===== src/rtl/mod997_digit_reducer_pkg.sv =====
// mod997_pkg: shared constants and types for the mod-997 digit reducer.
//   MODULUS    : reduction modulus (997)
//   DIGIT_W    : bits per streamed operand digit
//   RES_W      : residue width
//   NUM_DIGITS : maximum digits per operand before truncation
//   ACC_W      : width of the pre-reduction value acc*64 + digit
//   CNT_W      : digit counter width
//   state_e    : reducer FSM states
//   mod_shift  : MODULUS << k, the subtrahend of reduction step k
package mod997_pkg;

    localparam int MODULUS    = 997;
    localparam int DIGIT_W    = 6;
    localparam int RES_W      = 10;
    localparam int NUM_DIGITS = 50;
    localparam int ACC_W      = 16;
    localparam int CNT_W      = 6;
    localparam int CSUB_STEPS = 6;

    typedef enum logic {
        ACCUM  = 1'b0,
        OUTPUT = 1'b1
    } state_e;

    function automatic logic [ACC_W-1:0] mod_shift(input int modulus, input int k);
        return ACC_W'(modulus << k);
    endfunction

endpackage


===== src/rtl/mod997_digit_reducer_csub_chain.sv =====
// mod997_csub_chain: combinational reducer from an ACC_W-bit value to its
// residue modulo MODULUS, valid for inputs below MODULUS*2**CSUB_STEPS.
//   v_in    : input  ACC_W  value to reduce (at most 996*64+63)
//   res_out : output RES_W  v_in mod MODULUS
module mod997_csub_chain #(
    parameter int MODULUS = mod997_pkg::MODULUS,
    parameter int RES_W   = mod997_pkg::RES_W,
    parameter int ACC_W   = mod997_pkg::ACC_W
) (
    input  logic [ACC_W-1:0] v_in,
    output logic [RES_W-1:0] res_out
);
    import mod997_pkg::*;

    logic [ACC_W-1:0] v;

    // Binary long division by the modulus keeping only the remainder: each
    // step removes MODULUS<<k at most once, largest multiple first.
    always_comb begin
        v = v_in;
        for (int k = CSUB_STEPS - 1; k >= 0; k--) begin
            if (v >= mod_shift(MODULUS, k)) begin
                v = v - mod_shift(MODULUS, k);
            end
        end
        res_out = v[RES_W-1:0];
    end

endmodule


===== src/rtl/mod997_digit_reducer.sv =====
// mod997_digit_reducer: streams an operand in MSB-first DIGIT_W-bit digits and
// returns its residue mod MODULUS using Horner's rule, one digit per cycle.
//   clk         : input  clock, rising edge
//   rst_n       : input  synchronous active-low reset
//   in_valid    : input  digit valid
//   in_ready    : output reducer can accept a digit
//   in_digit    : input  DIGIT_W operand digit, most significant first
//   in_last     : input  final digit of the operand
//   out_valid   : output residue valid
//   out_ready   : input  consumer accepts the residue
//   out_residue : output RES_W operand mod MODULUS
//   out_trunc   : output operand was cut at NUM_DIGITS without in_last
module mod997_digit_reducer #(
    parameter int MODULUS    = mod997_pkg::MODULUS,
    parameter int DIGIT_W    = mod997_pkg::DIGIT_W,
    parameter int RES_W      = mod997_pkg::RES_W,
    parameter int NUM_DIGITS = mod997_pkg::NUM_DIGITS
) (
    input  logic               clk,
    input  logic               rst_n,
    input  logic               in_valid,
    output logic               in_ready,
    input  logic [DIGIT_W-1:0] in_digit,
    input  logic               in_last,
    output logic               out_valid,
    input  logic               out_ready,
    output logic [RES_W-1:0]   out_residue,
    output logic               out_trunc
);
    import mod997_pkg::*;

    state_e           state_q, state_d;
    logic [RES_W-1:0] acc_q, acc_d;
    logic [CNT_W-1:0] cnt_q, cnt_d;
    logic [RES_W-1:0] res_q, res_d;
    logic             trunc_q, trunc_d;

    logic [ACC_W-1:0] horner_v;
    logic [RES_W-1:0] horner_res;
    logic             accept;

    // acc*2**DIGIT_W + digit is just the concatenation of the two fields.
    assign horner_v = ACC_W'({acc_q, in_digit});

    mod997_csub_chain #(
        .MODULUS (MODULUS),
        .RES_W   (RES_W),
        .ACC_W   (ACC_W)
    ) u_csub (
        .v_in    (horner_v),
        .res_out (horner_res)
    );

    assign accept = (state_q == ACCUM) && in_valid;

    always_comb begin
        state_d = state_q;
        acc_d   = acc_q;
        cnt_d   = cnt_q;
        res_d   = res_q;
        trunc_d = trunc_q;
        case (state_q)
            ACCUM: begin
                if (accept) begin
                    acc_d = horner_res;
                    cnt_d = cnt_q + 1'b1;
                    if (in_last || (cnt_q == CNT_W'(NUM_DIGITS - 1))) begin
                        state_d = OUTPUT;
                        res_d   = horner_res;
                        trunc_d = !in_last;
                    end
                end
            end
            OUTPUT: begin
                // Accumulator is cleared on the handshake so the next frame
                // starts from zero; input stays blocked until the next cycle.
                if (out_ready) begin
                    state_d = ACCUM;
                    acc_d   = '0;
                    cnt_d   = '0;
                end
            end
            default: state_d = ACCUM;
        endcase
    end

    always_ff @(posedge clk) begin
        if (!rst_n) begin
            state_q <= ACCUM;
            acc_q   <= '0;
            cnt_q   <= '0;
            res_q   <= '0;
            trunc_q <= 1'b0;
        end else begin
            state_q <= state_d;
            acc_q   <= acc_d;
            cnt_q   <= cnt_d;
            res_q   <= res_d;
            trunc_q <= trunc_d;
        end
    end

    assign in_ready    = (state_q == ACCUM);
    assign out_valid   = (state_q == OUTPUT);
    assign out_residue = res_q;
    assign out_trunc   = trunc_q;

endmodule


===== config.mk =====
export PLATFORM = sky130hd
export DESIGN_NAME = mod997_digit_reducer
export DESIGN_NICKNAME = d
export VERILOG_FILES = /design/src/rtl/mod997_digit_reducer_pkg.sv /design/src/rtl/mod997_digit_reducer_csub_chain.sv /design/src/rtl/mod997_digit_reducer.sv
export SDC_FILE = /design/constraint.sdc
export NUM_CORES = 1
export LEC_CHECK = 0
export CORE_ASPECT_RATIO = 1.75
export CORE_MARGIN = 1.5
export CORE_UTILIZATION = 35
export DETAILED_ROUTE_END_ITERATION = 8
export SLEW_MARGIN = 20
export SYNTH_ARGS = -nofsm -noshare
export SYNTH_HDL_FRONTEND = slang
export SYNTH_HIERARCHICAL = 1
export SYNTH_SLANG_ARGS = --single-unit

===== constraint.sdc =====
create_clock -name clk -period 11.4 [get_ports clk]
set_input_delay 2.28 -clock clk [delete_from_list [all_inputs] [get_ports clk]]
set_output_delay 2.28 -clock clk [all_outputs]
set_load 0.005 [all_outputs]

==> qor.txt <==
fin crit share: 93.44%
RSZ-0062 raised after global routing: no
die area: 0.01282 sq mm
diode count: 0
FF-to-FF path depth: 27
Setup CP Type: in2reg
Worst Hold Class: reg2reg
DRC viols: 0
post-cts resize count: 0
vias per inst: 6.424
CTS tree: done
Hold Path Depth: 2
drt total wl: 13.67 mm
gr usage total: 21.58%
Synth cell types: 102
Fin. Hold Viols: 0
run status: completed
#FFs+latches synth: 28
antenna violations before repair: 0
largest net degree at the start of global routing: 22
slowest stage delay, CP: 0.63 ns
pre-CTS setup slack: 0.7105 ns
Worst-Skew Late Latency: 0.27 ns
clock period minus worst slack: 10.65 ns
Clock transition at path regs: 0.07 ns
reg-to-reg startpoint: acc_q[4]
Fin Clk Skew: 0.004457 ns
share of layout cells above drive strength 1: 9.434%
min-delay src: out_residue[7]
CTS H-tree lvls: 1
Slew Viols, Final: 0
Max clock buf depth: 2
Avg WL per Cell: 18.99 um
number of global-route vias before repair: 4435
# setup viols final: 0
final core occ: 38.98%
global-route wire length before repair: 22.23 mm
Reg-to-Reg End: acc_q[3]
via count: 4625
asr flop ratio synth: 0%
Port Buffers: 23
clock sink count: 28
Worst Path Arrival: 10.85 ns
count leader, synth: nand2_1
relative slew slack: 35.46%
area leader, netlist: dfxtp_1
Row Count: 53
Filler cells: 1258
net count after synthesis: 594
Storage cell area: 560.5 sq um
footprint of the multi-input gates: 0.003473 sq mm
post-route insts no fill: 720
dpl cells: 716
syn avg cell area: 7.353 sq um
Hold Crit Endpoint: out_residue[7]
setup_tns: 0 ns
Post-synth top cells: nand2_1, nor2_1, o21ai_0
PnR worst setup slack: 0.7475 ns
required time of the critical path: 11.60 ns
area grow syn2layout: 9.673%
gr ovfl total: 0
Routability Congestion: 0.9411
post-synth top area share: 13.21%
Initial Util: 35.55%
Num CTS Buffers: 3
sequential area share after synthesis: 13.21%
CTS root buffer: clkbuf_16
1st-iter DRT viols: 307
Area contributors post-synth: dfxtp_1, nand2_1, nor2_1
Top FF cell, synth: dfxtp_1
Top Ports: 24
Post-Syn Area: 0.004243 sq mm
Pre-Repair DR Iteration Count: 5
die height: 148.7 um
CTS Hold Bufs: 0
Core ar.: 0.01194 sq mm
Post-synth EDFFs: 0
fin nets: 601
Worst Setup End Kind: flip-flop
worst slew pin tran: 0.9437 ns
max_cap viols: 0
Synth Instances: 577
CP Launch Point: in_digit[5]
dpl hpwl: 10.98 mm
Worst R2R Setup Slack: 2.87 ns
Antenna Nets Post-Route: 0
CP max FO: 17
Yosys warning total: 6
postcts setup bufs: 0
DIE WIDTH: 86.23 um
Fmax: 0.09387 GHz
CP max-delay cell: a2111oi_1
Critical Path Source Type: input pin
-- routing by layer --
metal,part of all wire [%],GRT usage [%],vias to the layer above
met4,5.9,13.06,0
met5,0,0,-
met3,3.0,1.165,41
met1,37,22.34,2204
met2,54,41.38,143
li1,-,-,2237
-- kinds of logic (layout without fill, tap and decap cells) --
logic type	count (synthesis)	after routing	synth area share, %
muxes	20	20	4.836
AOI/OAI and AO/OA	211	211	40.40
and+or+nand+nor	240	240	28.87
buffers and inverters	43	49	4.925
adders and majority gates	6	6	1.769
xor gates and xnor gates	29	29	5.987
DFF	28	28	13.21
-- area by class of cell --
cell class	count	share of cell area, %
multi-input cells	506	74.64
flip-flops and latches	28	12.05
repair buffers	31	6.238
well taps	137	3.684
clock buffers	3	1.613
inverters	14	1.129
clock inverters	1	0.6453
-- how the worst max path moves through the flow --
stage               endpoint  slack, ns  cells after the start
floorplan           acc_q[6]       2.27                     31
global placement    acc_q[3]       0.92                     29
detailed placement  acc_q[3]       0.71                     30
CTS                 acc_q[3]       0.95                     30
global route        acc_q[3]       0.27                     29
finish              acc_q[3]       0.75                     29
-- layout by cell type (no fill, tap or decap), types with 11 or more instances in the layout --
cell type / n
mux2i_1: 19
o21ai_0: 32
nor2_1: 64
clkdlybuf4s50_1: 23
dfxtp_1: 28
nand3_1: 17
nand2_1: 70
xnor2_1: 26
a22oi_1: 13
a21oi_1: 28
nor3_1: 13
o211ai_1: 13
a211oi_1: 11
inv_1: 13
-- registers in the layout, indices dropped and copies added, names as in the netlist --
| register | flops |
|---|---|
| acc_q | 10 |
| cnt_q | 6 |
| out_residue | 10 |
| out_trunc | 1 |
| out_valid | 1 |
-- worst max-delay path: cells and delay by family --
family          cells  cell delay [ns]
mux                 1             0.39
buf+inv             3             0.88
xor+xnor            3             0.66
fa+ha+maj           3             0.85
simple gates        6             1.72
compound gates     13             4.03
-- stage by stage --
step / hold WS, ns / area, sq um
floorplan: 0.4544 / 4243
global placement: 0.4457 / 4548
detailed placement: 0.4513 / 4548
CTS: 0.4605 / 4653
global route: 0.4852 / 4653
finish: 0.4555 / 4653
Power is left out: the tool's default activity adds up to more than one toggle a clock period on the data nets, which glitch-free logic cannot reach.
